**src/rtl/riscv_decode_queue_pkg.sv**
```systemverilog
// Shared types for the decode queue: entry layout, decode flag positions
// and the RV32 opcode constants used by the enqueue-side decoder.
package riscv_decode_queue_pkg;

  localparam int XLEN           = 32;
  localparam int DECODE_FLAGS_W = 8;

  // Flag bit positions inside decode_flags_t (exec is the MSB).
  localparam int FLAG_EXEC     = 7;
  localparam int FLAG_LSU      = 6;
  localparam int FLAG_BRANCH   = 5;
  localparam int FLAG_MUL      = 4;
  localparam int FLAG_DIV      = 3;
  localparam int FLAG_CSR      = 2;
  localparam int FLAG_RD_VALID = 1;
  localparam int FLAG_INVALID  = 0;

  typedef logic [DECODE_FLAGS_W-1:0] decode_flags_t;

  typedef struct packed {
    logic [XLEN-1:0] pc;
    logic [XLEN-1:0] instr;
    logic            fault_page;
    logic            fault_fetch;
    decode_flags_t   flags;
  } dq_entry_t;

  localparam int ENTRY_W = $bits(dq_entry_t);

  localparam logic [6:0] OPC_LUI      = 7'b0110111;
  localparam logic [6:0] OPC_AUIPC    = 7'b0010111;
  localparam logic [6:0] OPC_JAL      = 7'b1101111;
  localparam logic [6:0] OPC_JALR     = 7'b1100111;
  localparam logic [6:0] OPC_BRANCH   = 7'b1100011;
  localparam logic [6:0] OPC_LOAD     = 7'b0000011;
  localparam logic [6:0] OPC_STORE    = 7'b0100011;
  localparam logic [6:0] OPC_OP_IMM   = 7'b0010011;
  localparam logic [6:0] OPC_OP       = 7'b0110011;
  localparam logic [6:0] OPC_MISC_MEM = 7'b0001111;
  localparam logic [6:0] OPC_SYSTEM   = 7'b1110011;

  localparam logic [31:0] INSTR_ECALL  = 32'h0000_0073;
  localparam logic [31:0] INSTR_EBREAK = 32'h0010_0073;
  localparam logic [31:0] INSTR_MRET   = 32'h3020_0073;
  localparam logic [31:0] INSTR_WFI    = 32'h1050_0073;

endpackage

```
**src/rtl/riscv_decode_queue_decoder.sv**
```systemverilog
// riscv_decoder: RV32I(+M) class decoder. A faulted fetch decodes as a CSR
// (exception) op only; an unrecognised word raises invalid and nothing else.
module riscv_decoder
  import riscv_decode_queue_pkg::*;
(
  input  logic        valid_i,
  input  logic        fetch_fault_i,
  input  logic        enable_muldiv_i,
  input  logic [31:0] opcode_i,
  output logic        exec_o,
  output logic        lsu_o,
  output logic        branch_o,
  output logic        mul_o,
  output logic        div_o,
  output logic        csr_o,
  output logic        rd_valid_o,
  output logic        invalid_o
);

  logic [6:0] op;
  logic [2:0] f3;
  logic [6:0] f7;
  logic legal, is_exec, is_lsu, is_branch, is_mul, is_div, is_csr, writes_rd;

  assign op = opcode_i[6:0];
  assign f3 = opcode_i[14:12];
  assign f7 = opcode_i[31:25];

  always_comb begin
    legal     = 1'b0;
    is_exec   = 1'b0;
    is_lsu    = 1'b0;
    is_branch = 1'b0;
    is_mul    = 1'b0;
    is_div    = 1'b0;
    is_csr    = 1'b0;
    writes_rd = 1'b0;
    case (op)
      OPC_LUI, OPC_AUIPC: begin
        legal = 1'b1; is_exec = 1'b1; writes_rd = 1'b1;
      end
      OPC_JAL: begin
        legal = 1'b1; is_branch = 1'b1; writes_rd = 1'b1;
      end
      OPC_JALR: begin
        legal = (f3 == 3'b000); is_branch = 1'b1; writes_rd = 1'b1;
      end
      OPC_BRANCH: begin
        legal = (f3 != 3'b010) && (f3 != 3'b011); is_branch = 1'b1;
      end
      OPC_LOAD: begin
        legal = f3 inside {3'b000, 3'b001, 3'b010, 3'b100, 3'b101};
        is_lsu = 1'b1; writes_rd = 1'b1;
      end
      OPC_STORE: begin
        legal = (f3 <= 3'b010); is_lsu = 1'b1;
      end
      OPC_OP_IMM: begin
        if (f3 == 3'b001)      legal = (f7 == 7'b0000000);
        else if (f3 == 3'b101) legal = (f7 == 7'b0000000) || (f7 == 7'b0100000);
        else                   legal = 1'b1;
        is_exec = 1'b1; writes_rd = 1'b1;
      end
      OPC_OP: begin
        writes_rd = 1'b1;
        if (f7 == 7'b0000000) begin
          legal = 1'b1; is_exec = 1'b1;
        end else if (f7 == 7'b0100000) begin
          legal = (f3 == 3'b000) || (f3 == 3'b101); is_exec = 1'b1;
        end else if (f7 == 7'b0000001) begin
          // M extension: funct3 0-3 are multiplies, 4-7 divides/remainders.
          legal = enable_muldiv_i; is_mul = !f3[2]; is_div = f3[2];
        end
      end
      OPC_MISC_MEM: begin
        legal = (f3 == 3'b000) || (f3 == 3'b001); is_exec = 1'b1;
      end
      OPC_SYSTEM: begin
        is_csr = 1'b1;
        if (f3 == 3'b000) begin
          legal = opcode_i inside {INSTR_ECALL, INSTR_EBREAK, INSTR_MRET, INSTR_WFI};
        end else begin
          legal = (f3 != 3'b100); writes_rd = 1'b1;
        end
      end
      default: legal = 1'b0;
    endcase
  end

  always_comb begin
    exec_o = 1'b0; lsu_o = 1'b0; branch_o = 1'b0; mul_o = 1'b0;
    div_o = 1'b0; csr_o = 1'b0; rd_valid_o = 1'b0; invalid_o = 1'b0;
    if (valid_i) begin
      if (fetch_fault_i) begin
        csr_o = 1'b1;
      end else if (!legal) begin
        invalid_o = 1'b1;
      end else begin
        exec_o = is_exec; lsu_o = is_lsu; branch_o = is_branch; mul_o = is_mul;
        div_o = is_div; csr_o = is_csr; rd_valid_o = writes_rd;
      end
    end
  end

endmodule

```
**src/rtl/riscv_decode_queue.sv**
```systemverilog
// Decode stage: decodes each fetched word on entry and buffers word, PC,
// fault bits and class flags in a DEPTH-entry circular queue towards issue.
module riscv_decode_queue
  import riscv_decode_queue_pkg::*;
#(
  parameter int SUPPORT_MULDIV = 1,
  parameter int DEPTH          = 2
) (
  input  logic                       clk_i,
  input  logic                       rst_ni,
  input  logic                       fetch_in_valid_i,
  input  logic [31:0]                fetch_in_instr_i,
  input  logic [31:0]                fetch_in_pc_i,
  input  logic                       fetch_in_fault_fetch_i,
  input  logic                       fetch_in_fault_page_i,
  output logic                       fetch_in_accept_o,
  input  logic                       squash_decode_i,
  input  logic                       fetch_out_accept_i,
  output logic                       fetch_out_valid_o,
  output logic [31:0]                fetch_out_instr_o,
  output logic [31:0]                fetch_out_pc_o,
  output logic                       fetch_out_fault_fetch_o,
  output logic                       fetch_out_fault_page_o,
  output logic                       fetch_out_instr_exec_o,
  output logic                       fetch_out_instr_lsu_o,
  output logic                       fetch_out_instr_branch_o,
  output logic                       fetch_out_instr_mul_o,
  output logic                       fetch_out_instr_div_o,
  output logic                       fetch_out_instr_csr_o,
  output logic                       fetch_out_instr_rd_valid_o,
  output logic                       fetch_out_instr_invalid_o,
  output logic [$clog2(DEPTH+1)-1:0] level_o
);

  localparam int PTR_W = $clog2(DEPTH);
  localparam int CNT_W = $clog2(DEPTH+1);
  localparam logic [CNT_W-1:0] FULL_COUNT = CNT_W'(DEPTH);
  localparam logic ENABLE_MULDIV = (SUPPORT_MULDIV != 0);

  logic [PTR_W-1:0] rd_ptr_q, rd_ptr_d, wr_ptr_q, wr_ptr_d;
  logic [CNT_W-1:0] count_q, count_d;
  dq_entry_t        mem_q [DEPTH];
  dq_entry_t        entry_w, head_w;
  decode_flags_t    dec_flags;
  logic             any_fault_w, push_w, pop_w;
  logic [31:0]      stored_instr_w;

  // Handshake: a transfer happens on an edge where valid and accept are both
  // high and squash is low; accept/valid come from the registered count only.
  assign fetch_in_accept_o = (count_q != FULL_COUNT);
  assign fetch_out_valid_o = (count_q != '0);
  assign push_w = fetch_in_valid_i && fetch_in_accept_o && !squash_decode_i;
  assign pop_w  = fetch_out_valid_o && fetch_out_accept_i && !squash_decode_i;

  assign any_fault_w    = fetch_in_fault_fetch_i | fetch_in_fault_page_i;
  assign stored_instr_w = any_fault_w ? 32'h0 : fetch_in_instr_i;

  riscv_decoder u_decoder (
    .valid_i         (fetch_in_valid_i),
    .fetch_fault_i   (any_fault_w),
    .enable_muldiv_i (ENABLE_MULDIV),
    .opcode_i        (stored_instr_w),
    .exec_o          (dec_flags[FLAG_EXEC]),
    .lsu_o           (dec_flags[FLAG_LSU]),
    .branch_o        (dec_flags[FLAG_BRANCH]),
    .mul_o           (dec_flags[FLAG_MUL]),
    .div_o           (dec_flags[FLAG_DIV]),
    .csr_o           (dec_flags[FLAG_CSR]),
    .rd_valid_o      (dec_flags[FLAG_RD_VALID]),
    .invalid_o       (dec_flags[FLAG_INVALID])
  );

  always_comb begin
    entry_w             = '0;
    entry_w.pc          = fetch_in_pc_i;
    entry_w.instr       = stored_instr_w;
    entry_w.fault_page  = fetch_in_fault_page_i;
    entry_w.fault_fetch = fetch_in_fault_fetch_i;
    entry_w.flags       = dec_flags;
  end

  always_comb begin
    rd_ptr_d = rd_ptr_q;
    wr_ptr_d = wr_ptr_q;
    count_d  = count_q;
    if (squash_decode_i) begin
      rd_ptr_d = '0;
      wr_ptr_d = '0;
      count_d  = '0;
    end else begin
      // DEPTH is a power of two, so the pointers wrap by plain overflow.
      if (push_w) wr_ptr_d = wr_ptr_q + PTR_W'(1);
      if (pop_w)  rd_ptr_d = rd_ptr_q + PTR_W'(1);
      case ({push_w, pop_w})
        2'b10:   count_d = count_q + CNT_W'(1);
        2'b01:   count_d = count_q - CNT_W'(1);
        default: count_d = count_q;
      endcase
    end
  end

  always_ff @(posedge clk_i or negedge rst_ni) begin
    if (!rst_ni) begin
      rd_ptr_q <= '0;
      wr_ptr_q <= '0;
      count_q  <= '0;
    end else begin
      rd_ptr_q <= rd_ptr_d;
      wr_ptr_q <= wr_ptr_d;
      count_q  <= count_d;
    end
  end

  // Storage is deliberately left out of reset; the count gates its use.
  always_ff @(posedge clk_i) begin
    if (push_w) mem_q[wr_ptr_q] <= entry_w;
  end

  assign head_w = fetch_out_valid_o ? mem_q[rd_ptr_q] : '0;

  assign fetch_out_pc_o             = head_w.pc;
  assign fetch_out_instr_o          = head_w.instr;
  assign fetch_out_fault_page_o     = head_w.fault_page;
  assign fetch_out_fault_fetch_o    = head_w.fault_fetch;
  assign fetch_out_instr_exec_o     = head_w.flags[FLAG_EXEC];
  assign fetch_out_instr_lsu_o      = head_w.flags[FLAG_LSU];
  assign fetch_out_instr_branch_o   = head_w.flags[FLAG_BRANCH];
  assign fetch_out_instr_mul_o      = head_w.flags[FLAG_MUL];
  assign fetch_out_instr_div_o      = head_w.flags[FLAG_DIV];
  assign fetch_out_instr_csr_o      = head_w.flags[FLAG_CSR];
  assign fetch_out_instr_rd_valid_o = head_w.flags[FLAG_RD_VALID];
  assign fetch_out_instr_invalid_o  = head_w.flags[FLAG_INVALID];
  assign level_o                    = count_q;

endmodule

```
**config.mk**
```make
export PLATFORM = sky130hd
export DESIGN_NAME = riscv_decode_queue
export DESIGN_NICKNAME = d
export VERILOG_FILES = /design/src/rtl/riscv_decode_queue_pkg.sv /design/src/rtl/riscv_decode_queue_decoder.sv /design/src/rtl/riscv_decode_queue.sv
export SDC_FILE = /design/constraint.sdc
export NUM_CORES = 1
export LEC_CHECK = 0
export CAP_MARGIN = 15
export CORE_ASPECT_RATIO = 0.8
export CORE_UTILIZATION = 30
export CTS_CLUSTER_SIZE = 16
export DETAILED_ROUTE_END_ITERATION = 8
export HOLD_SLACK_MARGIN = 0.1
export PLACE_DENSITY = 0.63
export SETUP_SLACK_MARGIN = 0.3
export SYNTH_ARGS = -nofsm -noshare
export SYNTH_HDL_FRONTEND = slang
export SYNTH_HIERARCHICAL = 1
export SYNTH_SLANG_ARGS = --single-unit
```
**constraint.sdc**
```tcl
create_clock -name clk_i -period 6.5 [get_ports clk_i]
set_input_delay 0.65 -clock clk_i [delete_from_list [all_inputs] [get_ports clk_i]]
set_output_delay 0.65 -clock clk_i [all_outputs]
set_load 0.05 [all_outputs]
```
==> results_dict.tcl, run 1 <==
set metrics [dict create \
    tns_ns 0 \
    cpPeakStageDelay_ns 1.00 \
    n_fill_cell 1937 \
    grt_max_degree 49 \
    final_layout_size_suffix_gt1_share_pct 7.62 \
    async_flop_share_pct 2.63 \
    drtIter0Drc 374 \
    syn_avg_cell_area_um2 14.3 \
    period_minus_slack_ns 3.79 \
    drtAntennaViolNets 0 \
    cts-hold-fix-buffers 0 \
    setup_slack_ns 2.71 \
    antennaDiodeCount 0 \
    clock_latency_ns 0.42 \
    root_buffer "clkbuf_16" \
    core_um2 21000 \
    cp_data_arrival_time_ns 3.14 \
    postCtsResizedCells 0 \
    seq_area_frac_synth_pct 69.8 \
    cts_setup_buffers 0 \
    total_power_mw 2.46 \
    post-place-ws_ns 2.69 \
    maxCapViolations 0 \
    power_density_nw_per_um2 277 \
    setup_viol 0 \
    fmax_ghz 0.264 \
    synth_area_leader_cell "edfxtp_1" \
    grt_pass1_wl_mm 22.7 \
    clkTransAtPathRegs_ns 0.06 \
    vias 4155 \
    leakagePower_nw 2.91 \
    crit_chain "buf_4 > mux2i_1 > nor2_1 > clkdlybuf4s50_1" \
    hold_violations 0 \
    grt_overflow 0 \
    status "completed" \
    die_area_um2 22300 \
    synthesis.area_um2 6510 \
    hold_ws_ns 0.434 \
    start_util_pct 31.0 \
    die_w_um 167 \
    dp_hpwl_mm 9.78 \
    end_kind "primary output" \
    avgRoutedWirePerCell_um 16.8 \
    grt_usage_pct 13.6 \
    antenna_found_initial 0 \
    startpoint_type "flop" \
    dp_cells 854 \
    drv_slew 0 \
    core.rowCount 47 \
    port_buffers 148 \
    fin_crit_sh_pct 58.3 \
    final_cell_mix "clkdlybuf4s50_1 (148), edfxtp_1 (148), nor2_1 (85), mux2i_1 (74), and2_1 (33)" \
    holdCritPathClass "primary input to async pin" \
    power_frac_seq_pct 46.1 \
    seqCellArea_um2 4550 \
    yosys_warnings 6 \
    relSlewSlack_pct 28.4 \
    crit_path_top_delay_cell "dfrtp_4" \
    critical_path_peak_fanout 48 \
    vias_per_cell 4.69 \
    dr.pass1.iters 5 \
    clock-sinks 152 \
    syn_to_final_growth_pct 36.0 \
    swShare_pct 25.0 \
    synthTopCellsByArea "edfxtp_1 (68%), mux2i_1 (11%), nor2_1 (5.0%), and2_1 (3.2%), dfrtp_1 (1.5%)" \
    grt_pass1_vias 4249 \
    vdd_drop_max_mv 0.129 \
    wl_mm 14.9 \
    tightest_slew_ns 1.07 \
    clkPwrFrac_pct 39.8 \
    critical_path_class "flop to primary output" \
    multiInputGateArea_um2 1820 \
    synth_seq_cells 152 \
    p_comb_share_pct 14.1 \
    path_delay_family "buffers and inverters" \
    ys.flop_type "edfxtp_1" \
    gp_congestion 0.830 \
    rsz0062_at_grt "false" \
    crit_buf_inv 2 \
    power_switching_mw 0.613 \
    cts_buffers 17 \
    crit_start "rd_ptr_q$_DFFE_PN0P_" \
    die_h_um 134 \
    syn_inst 454 \
    required_ns 5.85 \
    synth_edf_count 148 \
    h-tree-depth 4 \
    finalClockSkew_ns 0.00479 \
    timing.rr.start "level_o[1]$_DFFE_PN0P_" \
    drc 0 \
    synth_top_area_share_pct 68.2 \
    ios 149 \
    tritoncts "built" \
    p_int_mw 1.84 \
    clock_path_buffers 2 \
    syn_nets 525 \
    synth.distinct_cells 48 \
    stdcell_count 886 \
    final_nets 675 \
]
## worst reg2reg max path: stages (launching register included)
cell     delay (ns)
dfrtp_1        0.45
nor2b_2        0.21
inv_2          0.09
nand2_1        0.13
nor3b_4        0.23
buf_4          0.59
## Yosys cell counts (all sizes together) (2+ instances only)
library cell / count
nand2: 9
dfrtp: 4
buf: 14
o31ai: 2
nor2: 87
nor2b: 3
nand3: 2
and3: 6
o21ai: 5
nand4b: 4
nor4: 4
o2111ai: 2
clkbuf: 9
mux2i: 74
nand3b: 2
a21oi: 7
a211oi: 2
edfxtp: 148
inv: 10
and2: 33
or3: 2
nor3: 7
## cell families (layout without fill, tap and decap cells)
group                  count (synthesis)  in the layout  share of synthesized area [%]
XOR/XNOR                               1              1                          0.135
other                                  1              1                         0.0576
buffers and inverters                 33            196                           2.73
flip-flops                           152            152                           69.8
multiplexers                          74             74                           11.4
AO/OA/AOI/OAI                         27             27                           2.81
AND/OR/NAND/NOR                      166            166                           13.1
## area by class of cell
class | instances | share of cell area (%)
clock inverters | 13 | 1.72
inverters | 10 | 0.424
well taps | 269 | 3.80
flip-flops and latches | 152 | 51.3
repair buffers | 154 | 17.2
multi-input cells | 269 | 20.6
clock buffers | 19 | 4.89
## flip-flops by register name, indices dropped and copies added, names as in the netlist
| register | cells |
|---|---|
| level_o | 2 |
| mem_q | 148 |
| rd_ptr_q | 1 |
| wr_ptr_q | 1 |
## path summary, 6_finish.rpt
kind                                     endpoint  slack (ns)  cells past startpoint
min                        level_o[0]$_DFFE_PN0P_        0.43                      1
min reg2reg                  wr_ptr_q$_DFFE_PN0P_        0.63                      2
max in group asynchronous    rd_ptr_q$_DFFE_PN0P_        5.87                      1
min in group clk_i           wr_ptr_q$_DFFE_PN0P_        0.63                      2
max                            fetch_out_pc_o[31]        2.71                      4
max reg2reg                mem_q[1][17]$_DFFE_PP_        4.40                      5
## power groups by stage
stage | logic [mW] | registers [mW] | clock network (mW)
3_3_place_gp | 0.345 | 1.15 | 0
3_5_place_dp | 0.350 | 1.15 | 0
5_1_grt | 0.367 | 1.14 | 1.04
2_1_floorplan | 0.224 | 1.14 | 0
4_1_cts | 0.351 | 1.13 | 1.00
6_report | 0.347 | 1.13 | 0.978
## stage by stage
step                      cell area, µm²  util, %
after global routing                8860     42.2
after floorplan                     6520        -
after CTS                           8860     42.2
final                               8860     42.2
after detailed placement            8270     39.4
after global placement              8270     39.4
## metal layers
layer / vias to the layer above / routed length [µm] / track usage, %
li1: 1970 / - / -
met1: 1992 / 6820 / 16.8
met2: 171 / 6910 / 22.0
met3: 22 / 953 / 4.49
met4: 0 / 234 / 5.40
met5: - / 0 / 0
Note: power is estimated with default switching activity, not from simulation.
==> inputs of run 2 (changes only) <==
- clock period: 6.5 -> 3.25 ns (I/O delays scaled with it)
==> results_dict.tcl, run 2 (same netlist as run 1, synthesis figures left out) <==
set metrics [dict create \
    drv_slew 0 \
    vias_per_cell 4.66 \
    rsz0062_at_grt "false" \
    antenna_found_initial 0 \
    antennaDiodeCount 0 \
    finalClockSkew_ns 0.00664 \
    dr.pass1.iters 5 \
    clock_latency_ns 0.41 \
    cts_buffers 17 \
    timing.rr.end "mem_q[1][50]$_DFFE_PP_" \
    holdCritPathClass "primary input to flop" \
    post-route-util_pct 43.1 \
    grt_pass1_wl_mm 24.0 \
    cp_data_arrival_time_ns 2.43 \
    h-tree-depth 4 \
    fmax_ghz 0.363 \
    path_delay_family "buffers and inverters" \
    tritoncts "built" \
    relSlewSlack_pct 53.5 \
    die_h_um 134 \
    fin_crit_sh_pct 84.7 \
    grt_usage_pct 14.1 \
    swShare_pct 24.8 \
    vdd_drop_max_mv 0.234 \
    port_buffers 148 \
    final_layout_size_suffix_gt1_share_pct 9.52 \
    crit_chain "nor2_4 > buf_12 > nor2_1 > clkdlybuf4s50_1" \
    rr_worst_depth 5 \
    gp_congestion 0.831 \
    period_minus_slack_ns 2.75 \
    power_density_nw_per_um2 546 \
    tightest_slew_ns 0.697 \
    die_w_um 167 \
    drtIter0Drc 335 \
    p_int_mw 3.71 \
    critical_path_class "flop to primary output" \
    dp_hpwl_mm 10.3 \
    p_comb_share_pct 15.0 \
    maxCapViolations 0 \
    start_util_pct 31.0 \
    r2r_setup_slack_ns 1.27 \
    status "completed" \
    vias 4187 \
    die_area_um2 22300 \
    grt_max_degree 49 \
    drtAntennaViolNets 0 \
    cp-endpoint "fetch_out_instr_o[12]" \
    core_um2 21000 \
    clkTransAtPathRegs_ns 0.06 \
    timing.rr.start "level_o[1]$_DFFE_PN0P_" \
    core.rowCount 47 \
    syn_to_final_growth_pct 38.8 \
    cpPeakStageDelay_ns 0.87 \
    root_buffer "clkbuf_16" \
    crit_buf_inv 2 \
    total_power_mw 4.94 \
    largest_register "mem_q" \
    required_ns 2.92 \
    crit_cells 4 \
    clock-sinks 152 \
    ios 149 \
    crit_start "level_o[0]$_DFFE_PN0P_" \
    power_frac_seq_pct 45.6 \
    clock_path_buffers 2 \
    power_switching_mw 1.22 \
    avgRoutedWirePerCell_um 17.1 \
    startpoint_type "flop" \
    setup_viol 0 \
    wl_mm 15.4 \
    grt_pass1_vias 4495 \
    drc 0 \
    crit_path_top_delay_cell "clkdlybuf4s50_1" \
    final_nets 688 \
    critical_path_peak_fanout 29 \
    leakagePower_nw 2.99 \
    final_cell_mix "clkdlybuf4s50_1 (148), edfxtp_1 (148), nor2_1 (85), mux2i_1 (74), and2_1 (33)" \
    end_kind "primary output" \
    hold_violations 0 \
    clkPwrFrac_pct 39.4 \
    grt_overflow 0 \
    largest_reg_flops 148 \
]
## run 2: power by group through the flow
stage / Sequential [mW] / Clock [mW] / Combinational (mW)
4_1_cts: 2.26 / 2.00 / 0.735
5_1_grt: 2.26 / 2.09 / 0.785
2_1_floorplan: 2.28 / 0 / 0.451
6_report: 2.25 / 1.95 / 0.740
3_5_place_dp: 2.30 / 0 / 0.731
3_3_place_gp: 2.29 / 0 / 0.723
## run 2: how the worst min path moves through the flow
stage                                         to  slack (ns)         startpoint  depth (start not counted)
after global placement      wr_ptr_q$_DFFE_PN0P_        0.54             rst_ni                          1
after floorplan           level_o[0]$_DFFE_PN0P_        0.03             rst_ni                          0
final                     mem_q[0][67]$_DFFE_PP_        0.50  fetch_in_pc_i[25]                          1
after global routing      mem_q[0][67]$_DFFE_PP_        0.47  fetch_in_pc_i[25]                          1
after detailed placement    rd_ptr_q$_DFFE_PN0P_        0.55             rst_ni                          1
after CTS                 mem_q[0][67]$_DFFE_PP_        0.47  fetch_in_pc_i[25]                          1
## run 2: per-stage QoR
stage / instances / setup slack (ns) / TNS (ns) / hold slack (ns) / instance area (µm²)
after floorplan: 454 / -0.00699 / -0.518 / 0.0294 / 6560
final: 899 / 0.496 / 0 / 0.502 / 9040
after CTS: 897 / 0.308 / 0 / 0.473 / 9010
after global placement: 864 / 0.203 / 0 / 0.539 / 8420
after detailed placement: 864 / 0.0218 / 0 / 0.547 / 8420
after global routing: 899 / 0.374 / 0 / 0.473 / 9040
## run 2: metal layers
metal | vias up | wire length [µm] | track usage, %
met1 | 2039 | 7070 | 18.4
li1 | 1989 | - | -
met2 | 150 | 7470 | 23.0
met3 | 9 | 779 | 3.81
met5 | - | 0 | 0
met4 | 0 | 94 | 4.27
## run 2: cell type report
cell class | instances | area (µm²)
Tap cell | 269 | 337
Multi-Input combinational cell | 270 | 1850
Fill cell | 1887 | 12000
Clock inverter | 13 | 154
Sequential cell | 152 | 4550
Timing Repair Buffer | 166 | 1680
Inverter | 10 | 42.5
Clock buffer | 19 | 433
## run 2: repair_timing
item / 4_1_cts / 5_1_grt
gates resized for setup: 0 / 1
hold buffers: 1 / 0
endpoints found under the hold margin: 4 / 0
endpoints found under the setup margin: 0 / 38
setup buffers: 0 / 1
==> inputs of run 3 (changes only) <==
- PLACE_DENSITY: 0.63 -> 0.61
- clock period: 3.25 -> 2.6 ns (I/O delays scaled with it)
==> results_dict.tcl, run 3 (same netlist as run 1, synthesis figures left out) <==
set metrics [dict create \
    fmax_ghz 0.447 \
    drc 0 \
    fin_crit_sh_pct 86.1 \
    wl_met1_mm 6.89 \
    cpPeakStageDelay_ns 0.52 \
    largest_register "mem_q" \
    grt_pass1_wl_mm 23.4 \
    vias 4302 \
    antennaDiodeCount 0 \
    grt_overflow 0 \
    vdd_drop_max_mv 0.287 \
    tns_ns 0 \
    vias_per_cell 4.55 \
    status "completed" \
    die_h_um 134 \
    avgRoutedWirePerCell_um 16.1 \
    start_util_pct 31.0 \
    crit_chain "buf_4 > buf_16 > mux2i_1 > nor2_1 > buf_4" \
    swShare_pct 24.7 \
    r2r_setup_slack_ns 0.84 \
    route.met3.wl_um 919 \
    grt_usage_pct 13.8 \
    h-tree-depth 4 \
    dp_cells 911 \
    fin_area_um2 9390 \
    cts_buffers 17 \
    antenna_found_initial 0 \
    core_um2 21000 \
    timing.rr.start "level_o[1]$_DFFE_PN0P_" \
    crit_start "rd_ptr_q$_DFFE_PN0P_" \
    dr.pass1.iters 4 \
    clkTransAtPathRegs_ns 0.06 \
    rr_worst_depth 5 \
    clkPwrFrac_pct 40.3 \
    cp-endpoint "fetch_out_instr_o[12]" \
    layout_commonest_cell "edfxtp_1" \
    post_dp_cell_area_um2 8720 \
    power_frac_seq_pct 44.4 \
    grt_max_degree 48 \
    die_area_um2 22300 \
    clock_latency_ns 0.42 \
    hold_violations 0 \
    syn_to_final_growth_pct 44.2 \
    critical_path_class "flop to primary output" \
    end_kind "primary output" \
    final_cell_mix "edfxtp_1 (148), buf_4 (99), nor2_1 (85), mux2i_1 (74), clkdlybuf4s50_1 (71)" \
    core.rowCount 47 \
    critical_path_peak_fanout 24 \
    port_buffers 148 \
    wl_met2_mm 7.26 \
    crit_path_top_delay_cell "dfrtp_4" \
    startpoint_type "flop" \
    p_int_mw 4.75 \
    relSlewSlack_pct 64.0 \
    n_fill_cell 1938 \
    stdcell_count 946 \
    wl_mm 15.3 \
    drtAntennaViolNets 0 \
    clock-sinks 152 \
    die_w_um 167 \
    routed.top_layer "met4" \
    clock_path_buffers 2 \
    timing.rr.end "mem_q[1][44]$_DFFE_PP_" \
    final_layout_size_suffix_gt1_share_pct 24.2 \
    hold_ws_ns 0.277 \
    setup_viol 0 \
    drtIter0Drc 257 \
    largest_reg_flops 148 \
    gp_congestion 0.794 \
    tritoncts "built" \
    root_buffer "clkbuf_16" \
    finalClockSkew_ns 0.0141 \
    leakagePower_nw 3.46 \
    maxCapViolations 0 \
    power_density_nw_per_um2 672 \
    power_switching_mw 1.56 \
    dp_hpwl_mm 10.3 \
    post-place-ws_ns -0.375 \
    p_comb_share_pct 15.3 \
    crit_top_cell "buf_4" \
    grt_pass1_vias 4418 \
    drv_slew 0 \
    holdCritPathClass "primary input to flop" \
    rsz0062_at_grt "false" \
    setup_slack_ns 0.362 \
    tightest_slew_ns 0.542 \
    final_nets 736 \
    cp_data_arrival_time_ns 1.98 \
    required_ns 2.34 \
    ios 149 \
    period_minus_slack_ns 2.24 \
]
==> run 3: changes by cell type in the layout (fill, tap and decap cells not counted), sizes merged <==
| cell | change |
|---|---|
| inv | +1 |
| buf | +94 |
| clkinv | -2 |
| clkdlybuf4s50 | -77 |
| clkdlybuf4s15 | +2 |
| bufinv | +1 |
| dlygate4sd2 | +25 |
| nor2 | -1 |
| clkbuf | +4 |
==> run 3: worst max-delay path, delay by kind of cell, from the launching register on <==
family                 cells  cell delay [ns]
and+or+nand+nor            1             0.23
DFF                        1             0.52
muxes                      1             0.15
buffers and inverters      3             0.64
==> run 3: layout make-up <==
| class | count | area [µm²] | area share, % |
|---|---|---|---|
| repair buffers | 215 | 1990 | 21.2 |
| well taps | 269 | 337 | 3.58 |
| multi-input cells | 269 | 1870 | 19.9 |
| clock inverters | 13 | 176 | 1.88 |
| inverters | 10 | 42.5 | 0.453 |
| clock buffers | 18 | 429 | 4.57 |
| flip-flops and latches | 152 | 4550 | 48.4 |
==> run 3: power groups by stage <==
stage          combinational [mW]  sequential [mW]  clock, mW
2_1_floorplan               0.563             2.85          0
3_3_place_gp                0.944             2.86          0
3_5_place_dp                0.956             2.86          0
4_1_cts                     0.966             2.80       2.60
5_1_grt                      1.02             2.81       2.71
6_report                    0.963             2.80       2.54
==> run 3: timing repair <==
action | 4_1_cts | 5_1_grt
resized for setup | 45 | 8
cloned | 0 | 1
hold buffers | 1 | 0
endpoints found under the setup margin | 87 | 45
pin swaps | 3 | 5
setup buffers | 2 | 0
hold endpoints to repair | 4 | 0
==> run 3: worst min-delay path by stage <==
stage / end / startpoint / cells past startpoint
floorplan: level_o[0]$_DFFE_PN0P_ / rst_ni / 0
global placement: wr_ptr_q$_DFFE_PN0P_ / rst_ni / 1
detailed placement: wr_ptr_q$_DFFE_PN0P_ / rst_ni / 1
CTS: mem_q[0][9]$_DFFE_PP_ / fetch_in_fault_page_i / 2
global route: mem_q[1][9]$_DFFE_PP_ / fetch_in_fault_page_i / 2
finish: mem_q[1][9]$_DFFE_PP_ / fetch_in_fault_page_i / 2
==> run 3: per-stage QoR <==
step           util [%]  power [mW]
3_5_place_dp       41.5        3.82
5_1_grt            44.7        6.54
2_1_floorplan         -        3.42
6_report           44.7        6.31
3_3_place_gp       41.5        3.80
4_1_cts            44.6        6.37
==> run 3: per-layer routing <==
| metal | global-route usage (%) | vias to the layer above |
|---|---|---|
| li1 | - | 2084 |
| met1 | 17.3 | 2063 |
| met2 | 22.7 | 137 |
| met3 | 4.16 | 18 |
| met4 | 4.53 | 0 |
| met5 | 0 | - |
